### src/rtl/ddu_pkg.sv
// Shared definitions for the debug & display unit.
//  - FSM state encoding
//  - field widths
//  - active-low hex-to-seven-segment table, bit order {g,f,e,d,c,b,a}
package ddu_pkg;

    localparam int unsigned DEB_W  = 20;
    localparam int unsigned SCAN_W = 17;
    localparam int unsigned STEP_W = 8;
    localparam int unsigned ADDR_W = 8;
    localparam int unsigned DATA_W = 32;
    localparam int unsigned DIGITS = 8;
    localparam int unsigned DIG_W  = 3;
    localparam int unsigned SEG_W  = 7;
    localparam int unsigned LED_W  = 16;

    typedef enum logic [1:0] {
        IDLE      = 2'd0,
        CONT      = 2'd1,
        STEP_RUN  = 2'd2,
        STEP_HOLD = 2'd3
    } ddu_state_e;

    // Entry [n] is the active-low pattern for hex digit n (listed F down to 0).
    localparam logic [15:0][SEG_W-1:0] SEG_TABLE = {
        7'h0E, 7'h06, 7'h21, 7'h46, 7'h03, 7'h08, 7'h10, 7'h00,
        7'h78, 7'h02, 7'h12, 7'h19, 7'h30, 7'h24, 7'h79, 7'h40
    };

    function automatic logic [SEG_W-1:0] hex_to_seg(input logic [3:0] nib);
        return SEG_TABLE[nib];
    endfunction

endpackage

### src/rtl/ddu_debounce.sv
// Two-flop synchronizer followed by a stability-counter debouncer.
//  clk, rst : clock, asynchronous active-high reset
//  raw      : asynchronous switch/button input
//  level    : debounced level; changes after DEB_CYCLES consecutive differing samples
//  rise     : one-cycle pulse, aligned with level going 0->1
module ddu_debounce
    import ddu_pkg::*;
#(
    parameter logic [DEB_W-1:0] DEB_CYCLES = 20'd1_000_000
) (
    input  logic clk,
    input  logic rst,
    input  logic raw,
    output logic level,
    output logic rise
);

    logic             sync_q1;
    logic             sync_q2;
    logic [DEB_W-1:0] cnt;

    // Synchronize, then only accept a new value once it has held steadily.
    always_ff @(posedge clk or posedge rst) begin
        if (rst) begin
            sync_q1 <= 1'b0;
            sync_q2 <= 1'b0;
            cnt     <= '0;
            level   <= 1'b0;
            rise    <= 1'b0;
        end else begin
            sync_q1 <= raw;
            sync_q2 <= sync_q1;
            rise    <= 1'b0;
            if (sync_q2 == level) begin
                cnt <= '0;
            end else if (cnt == DEB_CYCLES - DEB_W'(1)) begin
                level <= sync_q2;
                rise  <= sync_q2;
                cnt   <= '0;
            end else begin
                cnt <= cnt + DEB_W'(1);
            end
        end
    end

endmodule

### src/rtl/ddu_debug_unit.sv
// Debug & display unit sitting in front of the multicycle CPU.
// Provides continuous-run and single-step control, a debug address
// counter and an 8-digit multiplexed seven-segment display.
//  clk, rst  : clock, asynchronous active-high reset
//  cont      : switch, 1 = continuous run
//  step      : button, execute one instruction
//  mem       : switch, 1 = show mem_data, 0 = show reg_data
//  inc, dec  : buttons, addr +1 / -1 (wrapping)
//  pc        : CPU New_PC
//  mem_data  : CPU memory word at addr
//  reg_data  : CPU register addr[4:0]
//  run       : high only in continuous mode
//  enable    : CPU may advance
//  addr      : inspection address
//  led       : {step_err, 7'b0, addr}
//  an, seg   : active-low digit anodes and segments {g..a}
module ddu_debug_unit
    import ddu_pkg::*;
#(
    parameter logic [DEB_W-1:0]  DEB_CYCLES = 20'd1_000_000,
    parameter logic [SCAN_W-1:0] SCAN_DIV   = 17'd100_000,
    parameter logic [STEP_W-1:0] STEP_MAX   = 8'd16
) (
    input  logic              clk,
    input  logic              rst,
    input  logic              cont,
    input  logic              step,
    input  logic              mem,
    input  logic              inc,
    input  logic              dec,
    input  logic [DATA_W-1:0] pc,
    input  logic [DATA_W-1:0] mem_data,
    input  logic [DATA_W-1:0] reg_data,
    output logic              run,
    output logic              enable,
    output logic [ADDR_W-1:0] addr,
    output logic [LED_W-1:0]  led,
    output logic [DIGITS-1:0] an,
    output logic [SEG_W-1:0]  seg
);

    // ---------------------------------------------------------------
    // Input conditioning
    // ---------------------------------------------------------------
    logic cont_lvl, cont_rise;
    logic step_lvl, step_rise;
    logic mem_lvl,  mem_rise;
    logic inc_lvl,  inc_rise;
    logic dec_lvl,  dec_rise;

    ddu_debounce #(.DEB_CYCLES(DEB_CYCLES)) u_deb_cont (
        .clk(clk), .rst(rst), .raw(cont), .level(cont_lvl), .rise(cont_rise)
    );
    ddu_debounce #(.DEB_CYCLES(DEB_CYCLES)) u_deb_step (
        .clk(clk), .rst(rst), .raw(step), .level(step_lvl), .rise(step_rise)
    );
    ddu_debounce #(.DEB_CYCLES(DEB_CYCLES)) u_deb_mem (
        .clk(clk), .rst(rst), .raw(mem), .level(mem_lvl), .rise(mem_rise)
    );
    ddu_debounce #(.DEB_CYCLES(DEB_CYCLES)) u_deb_inc (
        .clk(clk), .rst(rst), .raw(inc), .level(inc_lvl), .rise(inc_rise)
    );
    ddu_debounce #(.DEB_CYCLES(DEB_CYCLES)) u_deb_dec (
        .clk(clk), .rst(rst), .raw(dec), .level(dec_lvl), .rise(dec_rise)
    );

    // Debouncer outputs this block has no use for.
    logic unused_deb;
    assign unused_deb = ^{cont_rise, mem_rise, inc_lvl, dec_lvl};

    // ---------------------------------------------------------------
    // Run / step FSM
    // ---------------------------------------------------------------
    ddu_state_e        state, state_nx;
    logic [DATA_W-1:0] pc_snap, pc_snap_nx;
    logic [STEP_W-1:0] step_cnt, step_cnt_nx;
    logic              step_err, step_err_nx;
    logic              run_nx, enable_nx;

    // State and registered outputs.
    always_ff @(posedge clk or posedge rst) begin
        if (rst) begin
            state    <= IDLE;
            pc_snap  <= '0;
            step_cnt <= '0;
            step_err <= 1'b0;
            run      <= 1'b0;
            enable   <= 1'b0;
        end else begin
            state    <= state_nx;
            pc_snap  <= pc_snap_nx;
            step_cnt <= step_cnt_nx;
            step_err <= step_err_nx;
            run      <= run_nx;
            enable   <= enable_nx;
        end
    end

    // Next state; outputs follow the state being entered.
    always_comb begin
        state_nx    = state;
        pc_snap_nx  = pc_snap;
        step_cnt_nx = step_cnt;
        step_err_nx = step_err;

        case (state)
            IDLE: begin
                if (cont_lvl) begin
                    state_nx = CONT;
                end else if (step_rise) begin
                    state_nx    = STEP_RUN;
                    pc_snap_nx  = pc;
                    step_err_nx = 1'b0;
                    step_cnt_nx = '0;
                end
            end
            CONT: begin
                if (!cont_lvl) begin
                    state_nx = IDLE;
                end
            end
            STEP_RUN: begin
                step_cnt_nx = step_cnt + STEP_W'(1);
                if (cont_lvl) begin
                    state_nx = CONT;
                end else if (pc != pc_snap) begin
                    state_nx = STEP_HOLD;
                end else if (step_cnt == STEP_MAX - STEP_W'(1)) begin
                    // PC never moved: give up and flag it.
                    step_err_nx = 1'b1;
                    state_nx    = STEP_HOLD;
                end
            end
            STEP_HOLD: begin
                // Held button must be released before another step is taken.
                if (!step_lvl) begin
                    state_nx = IDLE;
                end
            end
            default: state_nx = IDLE;
        endcase

        run_nx    = (state_nx == CONT);
        enable_nx = (state_nx == CONT) || (state_nx == STEP_RUN);
    end

    // ---------------------------------------------------------------
    // Inspection address
    // ---------------------------------------------------------------
    // Simultaneous inc and dec cancel out.
    always_ff @(posedge clk or posedge rst) begin
        if (rst) begin
            addr <= '0;
        end else if (inc_rise && !dec_rise) begin
            addr <= addr + ADDR_W'(1);
        end else if (dec_rise && !inc_rise) begin
            addr <= addr - ADDR_W'(1);
        end
    end

    assign led = {step_err, 7'b0, addr};

    // ---------------------------------------------------------------
    // Seven-segment scan
    // ---------------------------------------------------------------
    logic [SCAN_W-1:0] scan_cnt;
    logic [DIG_W-1:0]  digit;
    logic [DATA_W-1:0] shown;
    logic [3:0]        nibble;

    assign shown  = mem_lvl ? mem_data : reg_data;
    assign nibble = shown[{digit, 2'b00} +: 4];

    // Digit advances each time the prescaler wraps; an/seg describe the current digit.
    always_ff @(posedge clk or posedge rst) begin
        if (rst) begin
            scan_cnt <= '0;
            digit    <= '0;
            an       <= 8'hFF;
            seg      <= 7'h7F;
        end else begin
            if (scan_cnt == SCAN_DIV - SCAN_W'(1)) begin
                scan_cnt <= '0;
                digit    <= digit + DIG_W'(1);
            end else begin
                scan_cnt <= scan_cnt + SCAN_W'(1);
            end
            an  <= ~(DIGITS'(1) << digit);
            seg <= hex_to_seg(nibble);
        end
    end

endmodule

### config.mk
export PLATFORM = sky130hd
export DESIGN_NAME = ddu_debug_unit
export DESIGN_NICKNAME = d
export VERILOG_FILES = /design/src/rtl/ddu_pkg.sv /design/src/rtl/ddu_debounce.sv /design/src/rtl/ddu_debug_unit.sv
export SDC_FILE = /design/constraint.sdc
export NUM_CORES = 1
export LEC_CHECK = 0
export CORE_MARGIN = 3
export CORE_UTILIZATION = 41
export DETAILED_ROUTE_END_ITERATION = 10
export GPL_TIMING_DRIVEN = 0
export PLACE_DENSITY = 0.7
export SLEW_MARGIN = 20
export SYNTH_ARGS = -nofsm -noshare
export SYNTH_HDL_FRONTEND = slang
export SYNTH_SLANG_ARGS = --single-unit
### constraint.sdc
create_clock -name clk -period 12.4 [get_ports clk]
set_clock_uncertainty 0.2 [all_clocks]
set_input_delay 3.1 -clock clk [delete_from_list [all_inputs] [get_ports clk]]
set_output_delay 3.1 -clock clk [all_outputs]
set_load 0.01 [all_outputs]
==> flow_summary.json <==
{
  "yosys_warnings": 0,
  "crit-reg2reg-launch": "digit[0]",
  "cts.repair.resized": 0,
  "numCtsBuffers": 22,
  "hold_class": "flip-flop to flip-flop",
  "ant_nets": 0,
  "syn_area_per_cell_um2": 10.90,
  "die_area_um2": 26840,
  "min_from": "u_deb_cont.sync_q1",
  "cpMaxStageDelayCell": "nor4_1",
  "ys_ff_latch": 206,
  "synth_seq_area_share_pct": 50.66,
  "clockBufferDepth": 3,
  "cts.sink_count": 206,
  "areaGrowthSynthToFinish_pct": 25.52,
  "core_area_um2": 24390,
  "rows": 57,
  "syn_area_um2": 10210,
  "cp-end-kind": "flip-flop",
  "yosysMostFrequentCell": "dfrtp_1",
  "cts_max_level": 1,
  "cp_cell_sequence": "clkdlybuf4s50_1 -> xnor2_1 -> nand4_1 -> nor4_1 -> nand2_1 -> o31a_1 -> o22a_1 -> ha_1 -> inv_1",
  "clkTransAtPathRegs_ps": 60,
  "drv_cap": 0,
  "vdd_ir_drop_max_mv": 0.05905,
  "num_vias": 7156,
  "floorplan.initialDensity_pct": 41.87,
  "crit_start": "pc[30]",
  "setup_ws_ps": 7208,
  "synth_area_leaders": "dfrtp_1, xnor2_1, xor2_1, nor2_1, mux2_2",
  "die_y_um": 163.8,
  "grt_start_max_net_pins": 94,
  "critical_path_class": "primary input to flip-flop",
  "die_w_um": 163.8,
  "cts-root-buf": "clkbuf_16",
  "antenna_found_initial": 0,
  "tns_ps": 0,
  "fmax_mhz": 192.6,
  "syn_inst": 937,
  "crit_fanout": 2,
  "ctsHoldBuffers": 0,
  "dp_slack_ps": 6672,
  "clk-insertion-delay-late_ps": 510,
  "grt_overflow": 0,
  "grt_pass1_wl_mm": 33.26,
  "multi_input_area_um2": 4748,
  "cts_setup_buffers": 0,
  "postSynth.asyncResetShare_pct": 100.0,
  "synth_top_area_share_pct": 46.80,
  "seqCellArea_um2": 5174,
  "fillers": 2211,
  "finalHoldViolations": 0,
  "max_slew_margin_pct": 40.31,
  "slew_violations": 0,
  "dpl.cell_count": 1405,
  "grt_usage_pct": 14.62,
  "fin_crit_ps": 5192,
  "layout.nets": 1236,
  "crit_arrival_ps": 5400,
  "fin_cells": 1444,
  "critPathLaunchType": "primary input",
  "worst_slew_pin_slew_ps": 887.2,
  "period_share_pct": 41.87,
  "drc_errors": 0,
  "cp.required_ps": 12600,
  "drtIter0Drc": 235,
  "dr.pass1.iters": 4,
  "place.gp.congestion": 0.7796,
  "timing.hold.ws_ps": 145.5,
  "p_per_area_nw_per_um2": 112.9,
  "wl_per_cell_um": 13.41,
  "synth_common_cells": "dfrtp_1, nor2_1, xnor2_1, xor2_1, nand2_1",
  "setup_violations": 0,
  "grt_pass1_vias": 7315,
  "synth_edf_count": 0,
  "rsz0062_at_grt": "false",
  "via_per_inst": 4.956,
  "numPortBuffers": 136,
  "worst-path-buf-inv": 2,
  "cp_top_family": "simple AND/OR/NAND/NOR gates",
  "yosys.area.top_type": "dfrtp_1",
  "status": "finished clean",
  "max_stage_delay_ps": 560,
  "num_io_pins": 144,
  "dpl.hpwl_mm": 14.02,
  "synth_cell_types": 56,
  "drt_wl_total_mm": 19.36,
  "drive_gt1_share_pct": 12.50,
  "antenna_cells": 0,
  "cts_tree": "done",
  "synth_ff_type": "dfrtp_1",
  "power.leakage_uw": 0.005528
}
==> layout make-up <==
type | instances | area share (%)
Buffer | 35 | 1.679
Clock buffer | 30 | 4.841
Clock inverter | 9 | 1.044
Inverter | 26 | 0.8199
Multi-Input combinational cell | 676 | 37.04
Sequential cell | 206 | 40.36
Tap cell | 324 | 3.163
Timing Repair Buffer | 138 | 11.05
==> stage by stage <==
step	total power [µW]	cell area [µm²]	utilization, %
finish	1447	12820	52.55
global route	1511	12820	52.55
CTS	1473	12820	52.55
detailed placement	790.9	12060	49.46
global placement	787.3	12000	49.20
floorplan	738.2	10230	-
==> state kept, by name, indices dropped and copies added, names as in the netlist, 2 cells and up <==
| signal | cells |
|---|---|
| pc_snap | 32 |
| u_deb_cont.cnt | 20 |
| u_deb_dec.cnt | 20 |
| u_deb_inc.cnt | 20 |
| u_deb_mem.cnt | 20 |
| u_deb_step.cnt | 20 |
| scan_cnt | 17 |
| addr | 8 |
| an | 8 |
| step_cnt | 8 |
| seg | 7 |
| digit | 3 |
| state | 2 |
==> per-layer routing <==
metal	share of wire (%)	up-vias	GRT usage, %
met5	0	-	0
met4	1.6	0	3.537
met3	5.9	22	3.077
met2	47	150	25.02
met1	46	3462	19.06
li1	-	3522	-
==> cell usage in the layout (no fill, tap or decap), types with 16 or more instances in the layout <==
cell and instances:
inv_1 25, ha_1 27, clkbuf_16 22, nand2_1 63, mux4_2 16, nor2_1 138, nand3_1 61, clkdlybuf4s50_1 136
mux2_2 38, buf_4 16, xor2_1 71, xnor2_1 82, and3_1 19, dfrtp_1 191, nand4_1 28
==> kinds of logic after synthesis <==
kind of cell,Yosys count,share of synthesized area [%]
flip-flops,206,50.66
XOR/XNOR,153,13.12
buffers and inverters,61,3.063
other,1,0.03672
AO/OA/AOI/OAI,51,3.283
adder cells (fa/ha/maj),28,3.504
AND/OR/NAND/NOR,378,18.08
multiplexers,59,8.246
==> where the power goes <==
group / switching [µW] / leakage [µW] / internal [µW]
clock: 257 / 0.000371 / 414
combinational: 39.9 / 0.00239 / 50.0
sequential: 5.70 / 0.00277 / 682
==> worst paths after layout <==
| kind | to | slack, ps | cells after the start |
|---|---|---|---|
| max | enable | 7210 | 9 |
| min | u_deb_cont.sync_q2 | 150 | 0 |
| max reg2reg | seg[3] | 9530 | 10 |
| min reg2reg | u_deb_cont.sync_q2 | 150 | 0 |
| max in group asynchronous | u_deb_dec.cnt[3] | 8130 | 4 |
| min in group asynchronous | pc_snap[25] | 2760 | 2 |
Power figures use the tool's default switching activity.
==> variant (same flow settings) <==
`STEP_MAX`: 8'd16 -> 8'd12.
--- a/src/rtl/ddu_debug_unit.sv
+++ b/src/rtl/ddu_debug_unit.sv
@@ -20,5 +20,5 @@
     parameter logic [DEB_W-1:0]  DEB_CYCLES = 20'd1_000_000,
     parameter logic [SCAN_W-1:0] SCAN_DIV   = 17'd100_000,
-    parameter logic [STEP_W-1:0] STEP_MAX   = 8'd16
+    parameter logic [STEP_W-1:0] STEP_MAX   = 8'd12
 ) (
     input  logic              clk,
Formal check against the unedited RTL: same outputs for any inputs over 10 cycles, from zero or initial values and one cycle with rst high; that may be too few to reach the edited logic, so the function may still have changed.
==> variant against the original RTL <==
Worst setup slack got worse by 33 ps. Area after synthesis up 0.54%. Sequential power hardly changed. Synthesized cell count stayed put. Routed wire length down 1.5%. Design area increased by 0.81%. Hold slack improved by 2.0 ps. Register-to-register slack better by 220 ps. Power rose by 2.3%. Die area grew 0.52%. Sequential cell count stayed put. Largest cell class unchanged.
==> variant: results (changes against the original RTL) <==
STA
  – Post-layout minimum cycle time: 5220 ps (+32.7 ps)
  – Max_slew headroom: 62.8% (+22 points)
  – Min Hold Slack: 148 ps (+2.03 ps)

Pwr
  – LEAKAGE: 5.78 nW (+4.5%)
  – Worst vdd ir: 0.0692 mV (+17%)
  – Int Pwr: 0.00117 W (+2.3%)

Worst setup path
  – Slowest-stage cell, CP: nor4_1
  – Crit path from: pc[28]
  – R2R cell count: 9 (-1)
  – Crit Reg-Reg Endpoint: seg[6]
  – Crit-path max cell delay: 470 ps (-90 ps)
  – Worst R2R Setup Slack: 9750 ps (+220 ps)

Placed design
  – Pre-CTS WS: 6610 ps (-61.2 ps)
  – HPWL Detailed: 13800 um (-1.8%)
  – Routability cong.: 0.743 (-4.7%)

Drt
  – DR iter-0 viols: 325 (+38%)
  – Drt wl/cell: 13.2 um (-1.8%)
  – Via count: 7166 (+0.14%)

Synthesis
  – Mapped Avg Cell Area: 11.0 um2 (+0.54%)
  – Commonest cells post-synth: dfrtp_1, nor2_1, xor2_1
  – Largest cells by area after synthesis: dfrtp_1, xor2_1, xnor2_1
  – Synth unique cells: 60 (+7.1%)
  – Warnings from Yosys: 0 (unchanged)
  – Register area share after synthesis: 50.4% (-0.27 points)

Min path
  – Hold path endpoint: u_deb_dec.sync_q2
  – Worst Min Path Start: u_deb_dec.sync_q1

Final layout
  – Layout cell share with drive strength beyond 1: 10.8% (-1.7 points)
  – Fin cells: 1448 (+0.28%)
  – Fill cell count: 2124 (-3.9%)
  – Nets: 1238 (+0.16%)

Global routing
  – GRT Util Overall: 14.5% (-0.13 points)
  – Number of global-route vias before repair: 7110 (-2.8%)
  – First-pass GRT wire length: 33000 um (-0.93%)
  – Largest net degree at the start of global routing: 76 (-19%)

Run status
  – Outcome: complete, no violations

Clocking
  – Clk root buf: clkbuf_16
  – TritonCTS Buffers: 24 (+9.1%)
  – Cts repair resizes: 0 (unchanged)
variant: cell type report:
type | count | area (um2) | share of cell area, %
plain buffers | 35 | 226 | 1.75
clock buffers | 37 | 721 | 5.58
clock inverters | 6 | 82.6 | 0.639
inverters | 23 | 93.8 | 0.726
multi-input cells | 679 | 4800 | 37.2
flip-flops and latches | 206 | 5170 | 40.0
well taps | 324 | 405 | 3.14
repair buffers | 138 | 1420 | 11.0
variant: critical path, delay by kind of cell:
family          cells  cell delay, ps
simple gates        3            1060
buf+inv             2             470
compound gates      2             360
fa+ha+maj           1             290
xor+xnor            1             150
variant: cell families (layout without fill, tap and decap cells):
logic type                 count (synthesis)  in the layout  share of synthesized area (%)
AOI/OAI and AO/OA                         54             54                           3.56
xor gates and xnor gates                 150            150                           12.8
adders and majority gates                 28             28                           3.49
buffers and inverters                     58            239                           3.05
DFF                                      206            206                           50.4
muxes                                     60             60                           8.49
other                                      1              7                         0.0365
and+or+nand+nor                          380            380                           18.2
variant: power by group through the flow:
stage	clock (W)	combinational, W	sequential (W)
5_1_grt	0.000758	0.000100	0.000687
4_1_cts	0.000727	0.0000922	0.000687
6_report	0.000704	0.0000897	0.000687
3_3_place_gp	0	0.0000877	0.000699
3_5_place_dp	0	0.0000918	0.000699
2_1_floorplan	0	0.0000390	0.000699
variant: stage by stage:
| stage | util (%) | cell area [um2] |
|---|---|---|
| 2_1_floorplan | - | 10300 |
| 3_3_place_gp | 49.3 | 12100 |
| 3_5_place_dp | 49.5 | 12100 |
| 4_1_cts | 52.8 | 12900 |
| 5_1_grt | 52.8 | 12900 |
| 6_report | 52.8 | 12900 |
variant: layer usage:
metal	track usage (%)	up-vias	share of wire [%]
met3	2.90	20	5.5
met5	0	-	0
met2	24.9	150	48
li1	-	3540	-
met4	2.88	0	1.3
met1	19.1	3456	45
